$ cat src/rtl/tile_draw_pkg.sv
// Shared constants and types for the tile picture pixel pipeline.
package tile_draw_pkg;

  localparam int unsigned TILE_PX    = 16;
  localparam int unsigned MAP_DIM    = 8;
  localparam int unsigned PIC_PX     = 128;
  localparam int unsigned MAP_ADDR_W = 6;
  localparam int unsigned ROM_ADDR_W = 14;

  typedef logic [5:0] tile_id_t;
  typedef logic [4:0] pal_idx_t;
  typedef logic [6:0] wr_addr_t;

  localparam wr_addr_t SCROLL_X_ADDR = 7'd64;
  localparam wr_addr_t SCROLL_Y_ADDR = 7'd65;

  // Tile-map entry covering picture coordinate (px, py): row-major, 8 tiles per row.
  function automatic logic [MAP_ADDR_W-1:0] map_index(input logic [6:0] px,
                                                      input logic [6:0] py);
    return {py[6:4], px[6:4]};
  endfunction

endpackage

$ cat src/rtl/tile_draw_ctrl_tile_map_ram.sv
// 64x6 simple dual-port tile map, synchronous read, read-before-write on collisions.
module tile_draw_ctrl_tile_map_ram
  import tile_draw_pkg::*;
(
  input  logic                  i_clk,
  input  logic                  i_wr_en,
  input  logic [MAP_ADDR_W-1:0] i_wr_addr,
  input  logic [5:0]            i_wr_data,
  input  logic [MAP_ADDR_W-1:0] i_rd_addr,
  output logic [5:0]            o_rd_data
);

  localparam int unsigned Depth = MAP_DIM * MAP_DIM;

  tile_id_t r_mem [Depth];
  tile_id_t r_rd_data;

  always_ff @(posedge i_clk) begin
    if (i_wr_en) begin
      r_mem[i_wr_addr] <= i_wr_data;
    end
    r_rd_data <= r_mem[i_rd_addr];
  end

  assign o_rd_data = r_rd_data;

endmodule

$ cat src/rtl/tile_draw_ctrl.sv
// Pixel pipeline: screen position -> tile map -> tile ROM -> palette index.
// Optional scroll registers are built when TILE_DRAW_SCROLL_EN is defined.
module tile_draw_ctrl
  import tile_draw_pkg::*;
#(
  parameter int unsigned ORIGIN_X = 256,
  parameter int unsigned ORIGIN_Y = 176
) (
  input  logic                  i_clk,
  input  logic                  i_reset_n,
  input  logic [9:0]            i_draw_x,
  input  logic [9:0]            i_draw_y,
  input  logic                  i_blank,
  input  logic                  i_wr_valid,
  output logic                  o_wr_ready,
  input  logic [6:0]            i_wr_addr,
  input  logic [6:0]            i_wr_data,
  output logic [ROM_ADDR_W-1:0] o_rom_addr,
  input  logic [4:0]            i_rom_data,
  output logic [4:0]            o_pal_index,
  output logic                  o_pal_valid
);

  localparam int unsigned SubW = $clog2(TILE_PX);
  localparam logic [9:0]  OrgX = 10'(ORIGIN_X);
  localparam logic [9:0]  OrgY = 10'(ORIGIN_Y);
  localparam logic [9:0]  EndX = 10'(ORIGIN_X + PIC_PX);
  localparam logic [9:0]  EndY = 10'(ORIGIN_Y + PIC_PX);

  logic            w_wr_fire;
  logic            w_map_we;
  logic [6:0]      w_scroll_x;
  logic [6:0]      w_scroll_y;
  logic [6:0]      w_rel_x;
  logic [6:0]      w_rel_y;
  logic [6:0]      w_px;
  logic [6:0]      w_py;
  logic            w_in_region;
  tile_id_t        w_tile_id;

  logic [SubW-1:0]       r_s0_px;
  logic [SubW-1:0]       r_s0_py;
  logic                  r_s0_in;
  logic                  r_s0_live;
  logic                  r_s1_in;
  logic                  r_s2_in;
  logic [ROM_ADDR_W-1:0] r_rom_addr;
  pal_idx_t              r_pal_index;
  logic                  r_pal_valid;

  assign o_wr_ready = i_blank & i_reset_n;
  assign w_wr_fire  = i_wr_valid & o_wr_ready;
  assign w_map_we   = w_wr_fire & ~i_wr_addr[6];

`ifdef TILE_DRAW_SCROLL_EN
  logic [6:0] r_scroll_x;
  logic [6:0] r_scroll_y;

  always_ff @(posedge i_clk or negedge i_reset_n) begin
    if (!i_reset_n) begin
      r_scroll_x <= '0;
      r_scroll_y <= '0;
    end else if (w_wr_fire) begin
      if (i_wr_addr == SCROLL_X_ADDR) r_scroll_x <= i_wr_data;
      if (i_wr_addr == SCROLL_Y_ADDR) r_scroll_y <= i_wr_data;
    end
  end

  assign w_scroll_x = r_scroll_x;
  assign w_scroll_y = r_scroll_y;
`else
  logic w_unused_wr_data;

  assign w_scroll_x       = '0;
  assign w_scroll_y       = '0;
  assign w_unused_wr_data = i_wr_data[6];
`endif

  // Low 7 bits of the offset only depend on the low 7 bits of the operands.
  assign w_rel_x = i_draw_x[6:0] - OrgX[6:0];
  assign w_rel_y = i_draw_y[6:0] - OrgY[6:0];
  assign w_px    = w_rel_x + w_scroll_x;
  assign w_py    = w_rel_y + w_scroll_y;

  assign w_in_region = ~i_blank
                     & (i_draw_x >= OrgX) & (i_draw_x < EndX)
                     & (i_draw_y >= OrgY) & (i_draw_y < EndY);

  tile_draw_ctrl_tile_map_ram u_map (
    .i_clk     (i_clk),
    .i_wr_en   (w_map_we),
    .i_wr_addr (i_wr_addr[5:0]),
    .i_wr_data (i_wr_data[5:0]),
    .i_rd_addr (map_index(w_px, w_py)),
    .o_rd_data (w_tile_id)
  );

  always_ff @(posedge i_clk or negedge i_reset_n) begin
    if (!i_reset_n) begin
      r_s0_px     <= '0;
      r_s0_py     <= '0;
      r_s0_in     <= 1'b0;
      r_s0_live   <= 1'b0;
      r_s1_in     <= 1'b0;
      r_s2_in     <= 1'b0;
      r_rom_addr  <= '0;
      r_pal_index <= '0;
      r_pal_valid <= 1'b0;
    end else begin
      r_s0_px   <= w_px[SubW-1:0];
      r_s0_py   <= w_py[SubW-1:0];
      r_s0_in   <= w_in_region;
      r_s0_live <= 1'b1;
      // Hold the reset address until a real post-reset sample reaches stage 1.
      if (r_s0_live) begin
        r_rom_addr <= {w_tile_id, r_s0_py, r_s0_px};
      end
      r_s1_in     <= r_s0_in;
      r_s2_in     <= r_s1_in;
      r_pal_valid <= r_s2_in;
      r_pal_index <= r_s2_in ? i_rom_data : '0;
    end
  end

  assign o_rom_addr  = r_rom_addr;
  assign o_pal_index = r_pal_index;
  assign o_pal_valid = r_pal_valid;

endmodule

$ cat config.mk
export PLATFORM = sky130hd
export DESIGN_NAME = tile_draw_ctrl
export DESIGN_NICKNAME = d
export VERILOG_FILES = /design/src/rtl/tile_draw_pkg.sv /design/src/rtl/tile_draw_ctrl_tile_map_ram.sv /design/src/rtl/tile_draw_ctrl.sv
export SDC_FILE = /design/constraint.sdc
export NUM_CORES = 1
export LEC_CHECK = 0
export ABC_AREA = 1
export ABC_CLOCK_PERIOD_IN_PS = 2200
export BUFFER_PORTS_ARGS = -buffer_cell sky130_fd_sc_hd__buf_2
export CORE_ASPECT_RATIO = 1.5
export CORE_MARGIN = 1
export CORE_UTILIZATION = 40
export CTS_BUF_LIST = sky130_fd_sc_hd__clkbuf_8
export DETAILED_ROUTE_END_ITERATION = 7
export GPL_TIMING_DRIVEN = 0
export PLACE_DENSITY_LB_ADDON = 0.3
export RECOVER_POWER = 50
export SETUP_SLACK_MARGIN = 0.1
export SYNTH_ARGS = -nofsm -noshare
export SYNTH_HDL_FRONTEND = slang
export SYNTH_SLANG_ARGS = --single-unit
$ cat constraint.sdc
create_clock -name i_clk -period 2.2 [get_ports i_clk]
set_input_delay 0.44 -clock i_clk [delete_from_list [all_inputs] [get_ports i_clk]]
set_output_delay 0.44 -clock i_clk [all_outputs]
set_load 0.005 [all_outputs]
Word-level counts from Yosys, hierarchy flattened

Memories as Yosys holds them, arrays and structs flattened. A register that Yosys moved wholly into a read port is not among the register bits.
Index checks and enable logic that the tools add are counted.

Flip-flop bits (word level): 32
Memories: 1
Output and inout port bits: 21
Input bits: 43
RAM bits: 384
Logic and storage cells: 27

Memory list:

| memory      | words | width | read ports | clocked after memory_dff | wr ports | RTL line                          | RTL |
|---|---|---|---|---|---|---|---|
| u_map.r_mem | 64    | 6     | 1          | 1                        | 1        | tile_draw_ctrl_tile_map_ram.sv:15 | `tile_id_t r_mem [Depth];` |

Order comparisons: 4
$add $sub $neg: 1
Multiplexer cells: 3
Bitwise operators: 9

Operators with widths:

| kind                  | number |
|---|---|
| $lt A10 B9 Y1 const B | 2 |
| $ge A10 B8 Y1 const B | 1 |
| $ge A10 B9 Y1 const B | 1 |
| $and A1 B1 Y1         | 7 |
| $sub A7 B6 Y7 const B | 1 |
| $mux W5               | 1 |
| $mux W1               | 2 |
| $not A1 Y1            | 2 |

Depth between registers and ports, before layout

Gate-level depths: netlist of the first run.

Depth after elaboration: 5
Gate-level depth with buffers: 11
Gate-level depth less buffers: 9

By module

From an unflattened synthesis of the first run, not the netlist that was laid out.

Cell total of the unflattened synthesis: 1463
Area, all modules: 17077.6 um^2

By module, submodules not included:

| module                      | cells each | instances | seq. area each (um^2) | area each (um^2) |
|---|---|---|---|---|
| tile_draw_ctrl_tile_map_ram | 1376       | 1         | 11651.2               | 15930.3 |
| tile_draw_ctrl              | 87         | 1         | 800.8                 | 1147.4 |

Worst setup path after synthesis of the first run

Ideal clock, no wire load.

Path type: input port to flip-flop
From: input i_blank
To: memory u_map.r_mem[0][0] (netlist bit) (enable)
Setup time: 0.350 ns
Required time: 1.850 ns
Slack: 0.324 ns
Stages: 6
Arrival: 1.526 ns
Buffers on the path: 0
Cells stage by stage: nand2_1 > inv_1 > nand2_1 > nor2_1 > nand4_1 > nor2_1

Word-level cells in the longest chain between the ends: 5

RTL lines:

| what                          | RTL line                          | RTL |
|---|---|---|
| start: declaration            | tile_draw_ctrl.sv:13              | `input logic i_blank,` |
| $and A1 B1 Y1                 | tile_draw_ctrl.sv:51              | `assign o_wr_ready = i_blank & i_reset_n;` |
| named net o_wr_ready          | tile_draw_ctrl.sv:15              | `output logic o_wr_ready,` |
| $and A1 B1 Y1                 | tile_draw_ctrl.sv:52              | `assign w_wr_fire = i_wr_valid & o_wr_ready;` |
| $and A1 B1 Y1                 | tile_draw_ctrl.sv:53              | `assign w_map_we = w_wr_fire & ~i_wr_addr[6];` |
| $mux W1                       | tile_draw_ctrl_tile_map_ram.sv:19 | `if (i_wr_en) begin` |
| $mux W1 (implied by the code) | tile_draw_ctrl_tile_map_ram.sv:20 | `r_mem[i_wr_addr] <= i_wr_data;` |
| end: declaration              | tile_draw_ctrl_tile_map_ram.sv:15 |  |

The timed path passes the listed nets, and every way through them passes these cells.

Final worst setup path of the first run

From: input i_wr_data[0]
To: memory u_map.r_mem[32][0] (netlist bit), data pin

RTL lines:

| what               | RTL line             | RTL |
|---|---|---|
| start: declaration | tile_draw_ctrl.sv:17 | `input logic [6:0] i_wr_data,` |

Straight into the memory's write port.

==> results by group, run 1 <==
Route
  • DR vias: 11730
  • DR vias/cell: 5.295
  • Initial DRC count: 1040
  • DRC viols: 0
  • First-pass iteration count of the detailed router: 6
  • Final ANT Viol Nets: 0
  • Detailed-route wire length: 48610 um
  • WL per Instance: 21.94 um

Setup path
  • Critical Path Fanout Max: 46
  • Crit-path cells: clkbuf_1, clkbuf_2
  • Crit path largest cell delay: 1.02 ns
  • Crit end category: flop
  • CP top delay family: buffers and inverters
  • R2R Path End: u_map.o_rd_data[5]$_DFF_P_
  • Reg2Reg Setup Slack: 0.73 ns
  • CP Launch Type: input pin
  • RR Startpoint: u_map.r_mem[10][5]$_DFFE_PP_
  • Crit path DAT: 2.18 ns
  • Worst reg-to-reg path cell count: 8
  • CP bufs+invs: 2
  • Crit-path slowest cell: clkbuf_2
  • Critical Path RT: 2.45 ns
  • Crit Path Class: input pin to flop

Synth
  • Main flop type after synthesis: edfxtp_1
  • Synth warn: 0
  • Synth Area in Simple Gates: 0.2271
  • Seq cells post-synth: 422
  • Synth top area cells: edfxtp_1 68%, nand2_1 11%, nand3_1 9.8%
  • Syn Nets: 1491
  • Post-synthesis adder-cell area fraction: 0.0007387
  • Cell taking the most area after synthesis: edfxtp_1
  • Post-synth EDFFs: 384
  • Largest family of logic cells by synthesized area: simple AND/OR/NAND/NOR gates
  • Multiplexer share of the synthesized area: 0.009307
  • Yosys top cell area share: 0.6808
  • Asr flop ratio synth: 0.07583
  • Synth unique cells: 19
  • Post-synthesis compound-gate area fraction: 0.0002955
  • Post-Syn Instances: 1447
  • Register area share after synthesis: 0.7351
  • Synth Cell Area: 16940 sq um
  • Xor and xnor area share after synthesis: 0
  • Synthesized area per cell: 11.71 sq um

STA
  • Final worst path period need: 1.922 ns
  • Final setup vio count: 0
  • RSZ-0062 raised after global routing: no
  • Slew Viols, Final: 130
  • Slew headroom: -0.05671
  • Worst slew pin tran: 1.585 ns
  • Clk_skew: 0.04727 ns
  • Fin. Hold Viols: 0
  • Tcrit/Tclk final: 0.8738
  • Max Fclk: 520.2 MHz
  • Total negative slack: 0 ns

Power and ir drop
  • Leak: 7.335 nW
  • PD cells: 825.6 nW/um^2
  • Tot Pwr: 16.04 mW
  • VDD IR max: 0.0004441 V

GRT
  • Gr usage total: 0.2284
  • Vias in the first global route: 11380
  • Initial antenna violation count: 2
  • Largest net degree at the start of global routing: 65
  • GRT Residual Overflow: 0
  • First-pass GRT wire length: 70870 um

Min path
  • Min-delay src: i_rom_data[0]
  • Hold worst-path end: o_pal_index[0]$_DFF_PN0_
  • Hold Crit Class: input pin to flop
  • WHS Path Cells: 3

Layout
  • Commonest non-fill, non-tap cell in the layout: nand2_1
  • Final-stage net count: 1644
  • Most frequent cells in the layout: 497 x nand2_1, 384 x edfxtp_1, 333 x nand3_1
  • P&R area growth vs syn: 14.69%
  • Share of cells above drive strength 1: 0.1515

Clock network
  • CTS HTree Levels: 2
  • Clk slew on worst S/H paths: 0.06 ns
  • Root Driver: clkbuf_8
  • CTS Buffer Depth: 3
  • Count of clock tree sinks: 422
  • CTS buffer count: 59
  • Worst skew pair latency: 0.67 ns
  • CTS tree: built

Status
  • Outcome: finished with violations
  • Failing checks: capacitance limit, slew limit

Floorplanning
  • Starting Density: 0.4043
  • Chip Width: 170.0 um
  • Std cell rows: 92
  • Die Ht: 254.0 um
  • I/O pins: 64
  • Die area: 43190 sq um
  • Core Box Area: 41900 sq um

Flow run
  • Max cap viols: 2

Placed design
  • # port buffers: 61
  • DP Wirelength: 32410 um
  • Final Wtd Congestion: 0.9814
[synthesized netlist by cell type, drive strengths merged, types with 6 or more instances]
master	number
buf	66
clkbuf	15
dfrtp	32
dfxtp	6
edfxtp	384
inv	20
mux2	14
nand2	497
nand3	333
nand4	8
nor2	67
[sequential cells by signal, summed over array words and instances (netlist names)]
register         cells
o_pal_index          5
o_pal_valid          1
o_rom_addr          14
r_s0_in              1
r_s0_live            1
r_s0_px              4
r_s0_py              4
r_s1_in              1
r_s2_in              1
u_map.o_rd_data      6
u_map.r_mem        384
[what timing repair did]
item | CTS | global route
buffers inserted | 16 | 0
endpoints found under the setup margin | 384 | 0
hold endpoints to repair | 43 | 0
hold buffers | 13 | 0
resized for setup | 23 | 0
[layout make-up]
| type | instances | area [sq um] |
|---|---|---|
| fillers | 3808 | 22470 |
| flip-flops and latches | 422 | 12450 |
| multi-input cells | 924 | 4081 |
| clock buffers | 67 | 922.1 |
| well taps | 564 | 705.7 |
| repair buffers | 92 | 563.0 |
| plain buffers | 81 | 384.1 |
| clock inverters | 44 | 241.5 |
| inverters | 20 | 75.07 |
| diodes | 1 | 2.502 |
[cell families (layout without fill, tap and decap cells)]
kind of cell               count (synthesis)  count (layout)
and+or+nand+nor                          907             907
DFF                                      422             422
buffers and inverters                    101             304
muxes                                     14              14
adders and majority gates                  1               1
other                                      1               2
AOI/OAI and AO/OA                          1               1
[per-layer routing]
layer / part of all wire / vias to the layer above / global-route usage
li1: - / 5365 / -
met3: 0.064 / 131 / 0.03099
met5: 0.00021 / - / 0
met4: 0.065 / 2 / 0.1495
met1: 0.37 / 5683 / 0.2643
met2: 0.50 / 547 / 0.3952
[power by group]
group          switching [mW]  internal (mW)
sequential             0.0283           8.83
clock                    2.98           3.03
combinational           0.845          0.328
[worst max path at each step]
stage                       from                            to  slack (ns)  cells past startpoint
floorplan                i_blank   u_map.r_mem[0][0]$_DFFE_PP_        0.32                      6
global placement       i_reset_n  u_map.r_mem[26][3]$_DFFE_PP_       -1.55                      7
detailed placement     i_reset_n  u_map.r_mem[27][3]$_DFFE_PP_       -1.69                      7
CTS                    i_reset_n  u_map.r_mem[59][5]$_DFFE_PP_        0.46                      8
global route           i_reset_n             r_s0_in$_DFF_PN0_        0.11                      3
finish              i_wr_data[0]  u_map.r_mem[32][0]$_DFFE_PP_        0.28                      2
[stage by stage]
| step | setup slack [ns] | hold slack (ns) | utilization | cells | area, sq um |
|---|---|---|---|---|---|
| final | 0.2776 | 0.01445 | 0.4637 | 2215 | 19430 |
| after global placement | -1.549 | 0.3394 | 0.4284 | 2072 | 17950 |
| after floorplan | 0.3241 | 0.1444 | - | 1447 | 16940 |
| after detailed placement | -1.685 | 0.3397 | 0.4284 | 2072 | 17950 |
| after CTS | 0.4623 | 0.003007 | 0.4637 | 2212 | 19430 |
| after global routing | 0.1080 | 0.009451 | 0.4637 | 2215 | 19430 |
No activity file was read; power rests on OpenSTA's default activity.
==> run 2, diff against run 1 <==
Settings changed: ABC_CLOCK_PERIOD_IN_PS 2200 to 2100, SYNTH_HIERARCHICAL from default to 1.
Clock period 2.2 ns to 2.1 ns, I/O delays scaled along.
==> run 2 against run 1 <==
  * Largest power group unchanged
  * The run still ends with capacitance limit, slew limit left
  * Largest cell class unchanged
  * Worst setup slack worse by 0.16 ns
  * Worst hold slack better by 0.10 ns
  * Wire length up 0.72%
  * Synthesized area up 0.82%
==> results by group, run 2 <==
Status
  • Failing checks: capacitance limit, slew limit
  • Outcome: finished with violations

Floorplanning
  • Core Box Area: 42020 sq um
  • Die Ht: 255.1 um
  • Std cell rows: 92
  • Starting Density: 0.4065
  • I/O pins: 64
  • Chip Width: 170.7 um
  • Die area: 43540 sq um

Setup path
  • Worst reg-to-reg path cell count: 8
  • Crit path DAT: 2.52 ns
  • Crit Path Class: input pin to flop
  • End of the critical path: u_map/o_rd_data[3]$_DFF_P_
  • R2R Path End: u_map/o_rd_data[2]$_DFF_P_
  • RR Startpoint: u_map/r_mem[35][2]$_DFFE_PP_
  • Reg2Reg Setup Slack: 0.63 ns
  • CP Launch Type: input pin
  • Critical Path Fanout Max: 10
  • Critical Path RT: 2.63 ns
  • Crit. Startpoint: i_draw_x[6]
  • Crit end category: flop

STA
  • Total negative slack: 0 ns
  • Max Fclk: 504.6 MHz
  • Clk_skew: 0.04492 ns
  • Slew headroom: -0.03546
  • Final setup vio count: 0
  • Tcrit/Tclk final: 0.9438
  • RSZ-0062 raised after global routing: no
  • Slew Viols, Final: 195
  • Final worst path period need: 1.982 ns
  • Worst slew pin tran: 1.553 ns
  • Fin. Hold Viols: 0

Power and ir drop
  • PD cells: 848.4 nW/um^2
  • Leak: 7.384 nW
  • VDD IR max: 0.0004582 V

Clock network
  • Count of clock tree sinks: 422
  • Root Driver: clkbuf_8
  • CTS Buffer Depth: 3
  • CTS tree: built
  • CTS HTree Levels: 2
  • Worst skew pair latency: 0.64 ns
  • CTS buffer count: 58
  • Clk slew on worst S/H paths: 0.06 ns

Layout
  • Max reg flops: 384
  • Layout Utilization: 0.4711
  • Finished Layout Cells: 2234
  • Most frequent cells in the layout: 499 x nand2_1, 384 x edfxtp_1, 332 x nand3_1
  • Final-stage net count: 1669
  • Commonest non-fill, non-tap cell in the layout: nand2_1
  • Share of cells above drive strength 1: 0.1786
  • Most flop-heavy register: u_map/r_mem
  • P&R area growth vs syn: 15.91%

Synth
  • Yosys top cell area share: 0.6752
  • Synthesized area per cell: 11.67 sq um
  • Top cells by count, synth: 499 x nand2_1, 384 x edfxtp_1, 332 x nand3_1, 66 x nor2_1, 43 x buf_2
  • Cell taking the most area after synthesis: edfxtp_1
  • Main flop type after synthesis: edfxtp_1
  • Synth top area cells: edfxtp_1 68%, nand2_1 11%, nand3_1 9.7%
  • Synth unique cells: 21
  • Register area share after synthesis: 0.7291
  • Syn Nets: 1508
  • Post-Syn Instances: 1463
  • Asr flop ratio synth: 0.07583
  • Synth Cell Area: 17080 sq um
  • Seq cells post-synth: 422
  • Synth warn: 6
  • Most frequent cell after synthesis: nand2_1
  • Post-synth EDFFs: 384

GRT
  • Gr usage total: 0.2307
  • First-pass GRT wire length: 71830 um
  • GRT Residual Overflow: 0
  • Initial antenna violation count: 1
  • Vias in the first global route: 11740
  • Largest net degree at the start of global routing: 65

Route
  • Routed wl met2: 24620 um
  • WL per Instance: 21.91 um
  • Length of routed met3 wiring: 3397 um
  • DR vias: 11850
  • DRC viols: 0
  • First-pass iteration count of the detailed router: 6
  • Final ANT Viol Nets: 0
  • Initial DRC count: 1104
  • DR vias/cell: 5.305
  • Max Used Layer: met4
  • Detailed-route wire length: 48950 um
  • Routed met1 length: 17470 um

Placed design
  • # port buffers: 58
  • DP Wirelength: 33250 um
  • DP Cell Count: 2089
  • Final Wtd Congestion: 0.9860

Min path
  • Hold Crit Class: input pin to flop

Flow run
  • Max cap viols: 3
[run 2: changes by cell type after synthesis]
cell     change
nand2_1      +2
nor3b_1      -1
xnor2_1      +1
nand4_1      +1
nor4_1       +8
ha_1         +1
buf_4       +12
nor2_1       -1
buf_2       -10
nand3_1      -1
inv_1        +2
buf_6        +2
[run 2: worst min path at each step]
stage,from,to,slack [ns],depth (start not counted)
2_1_floorplan,i_reset_n,o_pal_index[0]$_DFF_PN0_,0.12,0
3_3_place_gp,r_s1_in$_DFF_PN0_,r_s2_in$_DFF_PN0_,0.34,0
3_5_place_dp,r_s1_in$_DFF_PN0_,r_s2_in$_DFF_PN0_,0.34,0
4_1_cts,i_draw_x[7],r_s0_in$_DFF_PN0_,0.11,6
5_1_grt,i_draw_x[8],r_s0_in$_DFF_PN0_,0.13,5
6_report,i_draw_x[7],r_s0_in$_DFF_PN0_,0.11,6
[run 2: timing repair]
item	in CTS	in global routing
endpoints found under the hold margin	45	0
endpoints found under the setup margin	384	8
hold buffers	15	0
pin swaps	4	0
buffers inserted	24	0
gates resized for setup	59	2
[run 2: critical path, stage by stage]
cell             delay (ns)
buf_2                  0.17
inv_1                  0.10
buf_2                  0.28
clkdlybuf4s15_1        0.71
nand3_1                0.22
nand2_1                0.15
nand2_1                0.06
nand3_1                0.08
nand3_1                0.16
nand2_1                0.16
[run 2: logic make-up (layout without fill, tap and decap cells)]
family / Yosys count / after routing / share of synthesized area
AND/OR/NAND/NOR: 915 / 915 / 0.2281
multiplexers: 14 / 14 / 0.009231
XOR/XNOR: 1 / 1 / 0.0005130
AO/OA/AOI/OAI: 1 / 1 / 0.0002928
buffers and inverters: 107 / 313 / 0.03106
adder cells (fa/ha/maj): 2 / 2 / 0.001465
flip-flops: 422 / 422 / 0.7291
other: 1 / 2 / 0.0002196
[run 2: per-layer routing]
| metal | up-vias | global-route usage |
|---|---|---|
| met5 | - | 0 |
| met4 | 0 | 0.1578 |
| met3 | 179 | 0.03758 |
| met2 | 566 | 0.4080 |
| met1 | 5669 | 0.2528 |
| li1 | 5437 | - |
[run 2: final cells by class]
type | instances | area [sq um]
Clock inverter | 47 | 334.1
Fill cell | 3765 | 22220
Buffer | 85 | 446.7
Antenna cell | 1 | 2.502
Clock buffer | 58 | 798.3
Tap cell | 564 | 705.7
Multi-Input combinational cell | 934 | 4322
Inverter | 22 | 82.58
Timing Repair Buffer | 101 | 650.6
Sequential cell | 422 | 12450
[run 2: through the flow]
stage	hold WS [ns]	area, sq um	setup WS, ns	total power, mW
finish	0.1149	19790	0.1181	16.79
global route	0.1345	19790	0.1069	17.34
CTS	0.1064	19800	0.2627	16.89
detailed placement	0.3355	18150	-1.531	10.69
global placement	0.3352	18070	-1.779	10.67
floorplan	0.1244	17080	-0.1264	10.09
[run 2: power by group]
part | internal (mW) | total [mW] | leakage [nW] | switching, mW
Combinational | 0.364 | 1.28 | 2.87 | 0.920
Clock | 3.20 | 6.22 | 0.618 | 3.02
Sequential | 9.26 | 9.29 | 3.90 | 0.0337
Total | 12.8 | 16.8 | 7.38 | 3.97
